==> src/rtl/param_scan_mux.sv <==
// Registered N-to-1 channel selector with valid/ready output and optional auto-scan.
// Define PSM_SCAN_EN to build the SCAN state, tick counter and mode input.
module param_scan_mux #(
    parameter int unsigned CH    = 26,
    parameter int unsigned W     = 8,
    parameter int unsigned SEL_W = 5,
    parameter int unsigned DIV   = 1000
) (
    input  logic              clk,
    input  logic              reset_n,
    input  logic [CH*W-1:0]   x_flat,
    input  logic              mode,
    input  logic [SEL_W-1:0]  sel,
    input  logic              sel_load,
    output logic [W-1:0]      y,
    output logic [SEL_W-1:0]  y_idx,
    output logic              y_valid,
    input  logic              y_ready,
    output logic              sel_err,
    output logic              overrun
);

    // One extra bit so CH == 2**SEL_W still compares correctly.
    localparam logic [SEL_W:0] ChExt = (SEL_W + 1)'(CH);

    logic [W-1:0]     y_q;
    logic [SEL_W-1:0] y_idx_q;
    logic             y_valid_q, y_valid_d;
    logic             sel_err_q, sel_err_d;
    logic             overrun_q, overrun_d;

    logic             ev;
    logic [SEL_W-1:0] ev_idx;
    logic [W-1:0]     ev_data;
    logic             busy;
    logic             sel_ok;

    assign busy   = y_valid_q && !y_ready;
    assign sel_ok = {1'b0, sel} < ChExt;

`ifdef PSM_SCAN_EN
    localparam int unsigned      CntW    = $clog2(DIV);
    localparam logic [CntW-1:0]  CntLast = CntW'(DIV - 1);
    localparam logic [SEL_W-1:0] LastIdx = SEL_W'(CH - 1);

    typedef enum logic [0:0] {StMan, StScan} state_e;

    state_e           state_q, state_d;
    logic [CntW-1:0]  cnt_q, cnt_d;
    logic [SEL_W-1:0] next_idx;

    assign next_idx = (y_idx_q == LastIdx) ? '0 : y_idx_q + 1'b1;

    always_ff @(posedge clk or negedge reset_n) begin
        if (!reset_n) begin
            state_q <= StMan;
            cnt_q   <= '0;
        end else begin
            state_q <= state_d;
            cnt_q   <= cnt_d;
        end
    end

    always_comb begin
        state_d   = state_q;
        cnt_d     = cnt_q;
        ev        = 1'b0;
        ev_idx    = '0;
        sel_err_d = 1'b0;
        overrun_d = 1'b0;
        unique case (state_q)
            StMan: begin
                if (mode) begin
                    // Entry edge captures channel 0 and restarts the tick period.
                    state_d   = StScan;
                    cnt_d     = '0;
                    ev        = 1'b1;
                    ev_idx    = '0;
                    overrun_d = busy;
                end else if (sel_load) begin
                    ev        = 1'b1;
                    ev_idx    = sel_ok ? sel : '0;
                    sel_err_d = !sel_ok;
                    overrun_d = busy;
                end
            end
            StScan: begin
                if (!mode) begin
                    state_d = StMan;
                    cnt_d   = '0;
                end else if (cnt_q == CntLast) begin
                    // Pending tick stalls here until the output slot is free.
                    if (!busy) begin
                        ev     = 1'b1;
                        ev_idx = next_idx;
                        cnt_d  = '0;
                    end
                end else begin
                    cnt_d = cnt_q + 1'b1;
                end
            end
            default: state_d = StMan;
        endcase
    end
`else
    logic unused_mode;
    assign unused_mode = mode;

    always_comb begin
        ev        = 1'b0;
        ev_idx    = '0;
        sel_err_d = 1'b0;
        overrun_d = 1'b0;
        if (sel_load) begin
            ev        = 1'b1;
            ev_idx    = sel_ok ? sel : '0;
            sel_err_d = !sel_ok;
            overrun_d = busy;
        end
    end
`endif

    always_comb begin
        ev_data = '0;
        for (int unsigned k = 0; k < CH; k++) begin
            if (ev_idx == SEL_W'(k)) begin
                ev_data = x_flat[k*W +: W];
            end
        end
    end

    always_comb begin
        y_valid_d = y_valid_q;
        if (ev) begin
            y_valid_d = 1'b1;
        end else if (y_valid_q && y_ready) begin
            y_valid_d = 1'b0;
        end
    end

    always_ff @(posedge clk or negedge reset_n) begin
        if (!reset_n) begin
            y_q       <= '0;
            y_idx_q   <= '0;
            y_valid_q <= 1'b0;
            sel_err_q <= 1'b0;
            overrun_q <= 1'b0;
        end else begin
            if (ev) begin
                y_q     <= ev_data;
                y_idx_q <= ev_idx;
            end
            y_valid_q <= y_valid_d;
            sel_err_q <= sel_err_d;
            overrun_q <= overrun_d;
        end
    end

    assign y       = y_q;
    assign y_idx   = y_idx_q;
    assign y_valid = y_valid_q;
    assign sel_err = sel_err_q;
    assign overrun = overrun_q;

endmodule

==> config.mk <==
export PLATFORM = sky130hd
export DESIGN_NAME = param_scan_mux
export DESIGN_NICKNAME = d
export VERILOG_FILES = /design/src/rtl/param_scan_mux.sv
export SDC_FILE = /design/constraint.sdc
export NUM_CORES = 1
export LEC_CHECK = 0
export CAP_MARGIN = 15
export CORE_ASPECT_RATIO = 1.25
export CORE_MARGIN = 2
export CORE_UTILIZATION = 35
export CTS_BUF_LIST = sky130_fd_sc_hd__clkbuf_16
export CTS_CLUSTER_SIZE = 24
export DETAILED_ROUTE_END_ITERATION = 10
export HOLD_SLACK_MARGIN = 0.15
export PLACE_DENSITY = 0.88
export SYNTH_ARGS = -nofsm -noshare
export SYNTH_HDL_FRONTEND = slang
export SYNTH_SLANG_ARGS = --single-unit
==> constraint.sdc <==
create_clock -name clk -period 1.3 [get_ports clk]
set_input_delay 0.26 -clock clk [delete_from_list [all_inputs] [get_ports clk]]
set_output_delay 0.26 -clock clk [all_outputs]
set_load 0.03 [all_outputs]
==> flow_summary.toml <==
[outcome]
status = "complete, but fails checks"
violations = "setup timing"

[drt]
totalWireLength_um = 19100
drt-initial-drc-count = 523
dr.pass1.iters = 5
ant_nets = 0
drc = 0
vias = 5389
vias_per_cell = 6.04
wl_per_cell_um = 21.4

[global_routing]
grt_antenna_before_repair = 0
grt_overflow = 0
grt_max_degree = 30
grt.total_usage_pct = 37.5
first_global_vias = 5622
grt_pass1_wl_um = 28300

[sta]
slew_viol_final = 0
min_period_ns = 1.87
worst_slew_pin_slew_ns = 0.475
fmax_mhz = 535
finalSetupViolations = 8
fin_ws_ns = -0.570
grt_setup_unrepaired = "yes"
maxSlewHeadroom_pct = 68.3
fin_crit_sh_pct = 144
finClkSkew_ns = 0.0000764
hold_violations = 0

[cts]
clock_latency_ns = 0.24
tritoncts = "done"
cts.path.max_buffers = 2
htreeDepth = 1
numCtsBuffers = 3
clock-sinks = 16
path_clk_slew_ns = 0.05
cts_root_buf = "clkbuf_16"
cts_hold_buf = 0

[synthesis]
synth_top_area_cell = "dfrtp_1"
ys_seq_area_share_pct = 12.8
syn_avg_cell_area_sq_um = 7.17
syn_area_sq_um = 3130
syn_nets = 655
synth_top_area_share_pct = 12.8
synth_area_leaders = "dfrtp_1 13%, mux2i_1 8.6%, a21oi_1 7.7%, o21ai_0 5.6%, nor2_1 5.0%"
ys_warn_count = 0
synthesis.instances = 437
synth_cell_type_count = 69
synthArstFlopShare_pct = 100
synth-edff-count = 0
synth_top_flop_cell = "dfrtp_1"
synth.ff_latch_count = 16

[worst_setup_path]
arrival_ns = 2.04
slowest_stage = "or4_4"
cpPeakStageDelay_ns = 0.54
startpoint = "sel[3]"
r2r-end = "y[3]"
path_class = "input port to flop"
cp_max_fo = 3
worstReg2RegStart = "y[3]"
rrSetupSlack_ns = 0.19
required_ns = 1.47
cp.buffers_inverters = 1
end_kind = "flop"
setup.worst_path.start_class = "input port"
crit_chain = "buf_6 > or4_4 > o211ai_4 > a2bb2oi_2 > a221oi_2 > a2bb2oi_2 > o21ai_1 > a31oi_1"
reg2regPathDepth = 2
cp_top_family = "compound AO/OA/AOI/OAI gates"
crit_top_cell = "a2bb2oi_2"

[floorplanning]
ioPinCount = 234
start_util_pct = 36.0
row_count = 38
die_area_sq_um = 9730
die_w_um = 88.6
core_sq_um = 8700
die_y_um = 110

[finish]
fillCellCount = 597
instances_no_fill = 892
fin_util_pct = 80.3
diodes = 0
nets = 992
area.growth.synth_to_final_pct = 123
drive_gt1_share_pct = 30.1

[power]
leakagePower_nw = 2.87
power_density_nw_per_um2 = 486
ir_worst_vdd_uv = 387
p_total_mw = 3.39

[placement]
dp_hpwl_um = 15000
dp.cells = 863
gp_congestion = 1.07
port_buffers = 232

[run]
maxCapViolCount = 0

[min_path]
hold_class = "input port to asynchronous set/reset pin"
## repair_timing
| item | in CTS | in global routing |
|---|---|---|
| endpoints found under the setup margin | 25 | 14 |
| resized for setup | 82 | 40 |
| pin swaps | 38 | 40 |
| setup buffers | 14 | 12 |
| cloned | 2 | 0 |
## final cells by class
cell class	count	area (sq um)	area share (%)
well taps	120	150	2.15
flip-flops and latches	16	400	5.73
clock buffers	3	75.1	1.07
repair buffers	374	3510	50.2
multi-input cells	372	2820	40.4
inverters	7	26.3	0.376
## synthesized netlist by cell type, types with 6 or more instances
library cell,instances
mux2i_1,27
o211ai_1,11
o21ai_0,35
nor3_1,13
mux4_2,6
a21oi_1,48
nor2_1,42
dfrtp_1,16
nand2_1,40
o22ai_1,11
a21o_1,6
a31oi_1,15
buf_2,17
clkbuf_1,18
mux2_2,7
nand3_1,14
## layout by cell type (no fill, tap or decap), types with 4 or more instances in the layout
master,instances
buf_4,125
a21o_1,6
a31oi_2,4
inv_1,5
o21ai_1,6
nor2_2,4
a21oi_2,4
mux4_2,6
mux2i_1,27
mux2_2,7
nand2_1,35
clkdlybuf4s50_1,206
buf_12,5
nor3_1,11
a31oi_1,11
dlygate4sd2_1,7
buf_6,22
dfrtp_1,16
a22o_1,5
a21oi_1,44
nand3_1,13
a22oi_1,4
a221oi_2,4
o221ai_1,4
o22ai_1,9
o21ai_0,32
dlymetal6s2s_1,4
o211ai_1,11
nand2_2,4
nor2_1,38
## state kept, by name, indices dropped and copies added, names as in the netlist
signal   flops
sel_err      1
overrun      1
y            8
y_valid      1
y_idx        5
## how the worst max path moves through the flow
stage	end	slack, ns	cells past startpoint
after floorplan	y[0]	-0.50	8
after global placement	y[1]	-1.16	11
after detailed placement	y[3]	-1.24	9
after CTS	y[0]	-0.66	9
after global routing	y[0]	-0.60	10
final	y[0]	-0.57	8
## per-stage QoR
step | hold slack, ns | instance area (sq um) | setup slack [ns] | setup TNS [ns]
floorplan | -0.0356 | 3270 | -0.503 | -3.31
global placement | 0.500 | 6360 | -1.16 | -11.80
detailed placement | 0.501 | 6360 | -1.24 | -12.53
CTS | 0.373 | 6780 | -0.659 | -4.25
global route | 0.388 | 6990 | -0.602 | -4.53
finish | 0.365 | 6990 | -0.570 | -4.09
## logic make-up after synthesis
group | Yosys count | synth area share (%)
AO/OA/AOI/OAI | 188 | 40.6
multiplexers | 40 | 15.4
AND/OR/NAND/NOR | 144 | 23.6
flip-flops | 16 | 12.8
buffers and inverters | 49 | 7.50
## report_power, final
group | internal [mW] | switching, mW
sequential | 0.560 | 0.0417
clock | 0.404 | 0.193
combinational | 1.24 | 0.949
total | 2.21 | 1.18
## routing by layer
| layer | global-route usage, % | wire length (um) | vias to the layer above |
|---|---|---|---|
| li1 | - | - | 2388 |
| met1 | 42.3 | 6720 | 2454 |
| met2 | 67.3 | 9520 | 452 |
| met3 | 5.86 | 1880 | 95 |
| met4 | 18.1 | 1020 | 0 |
| met5 | 0 | 0 | - |
No activity file was read; power rests on OpenSTA's default activity.
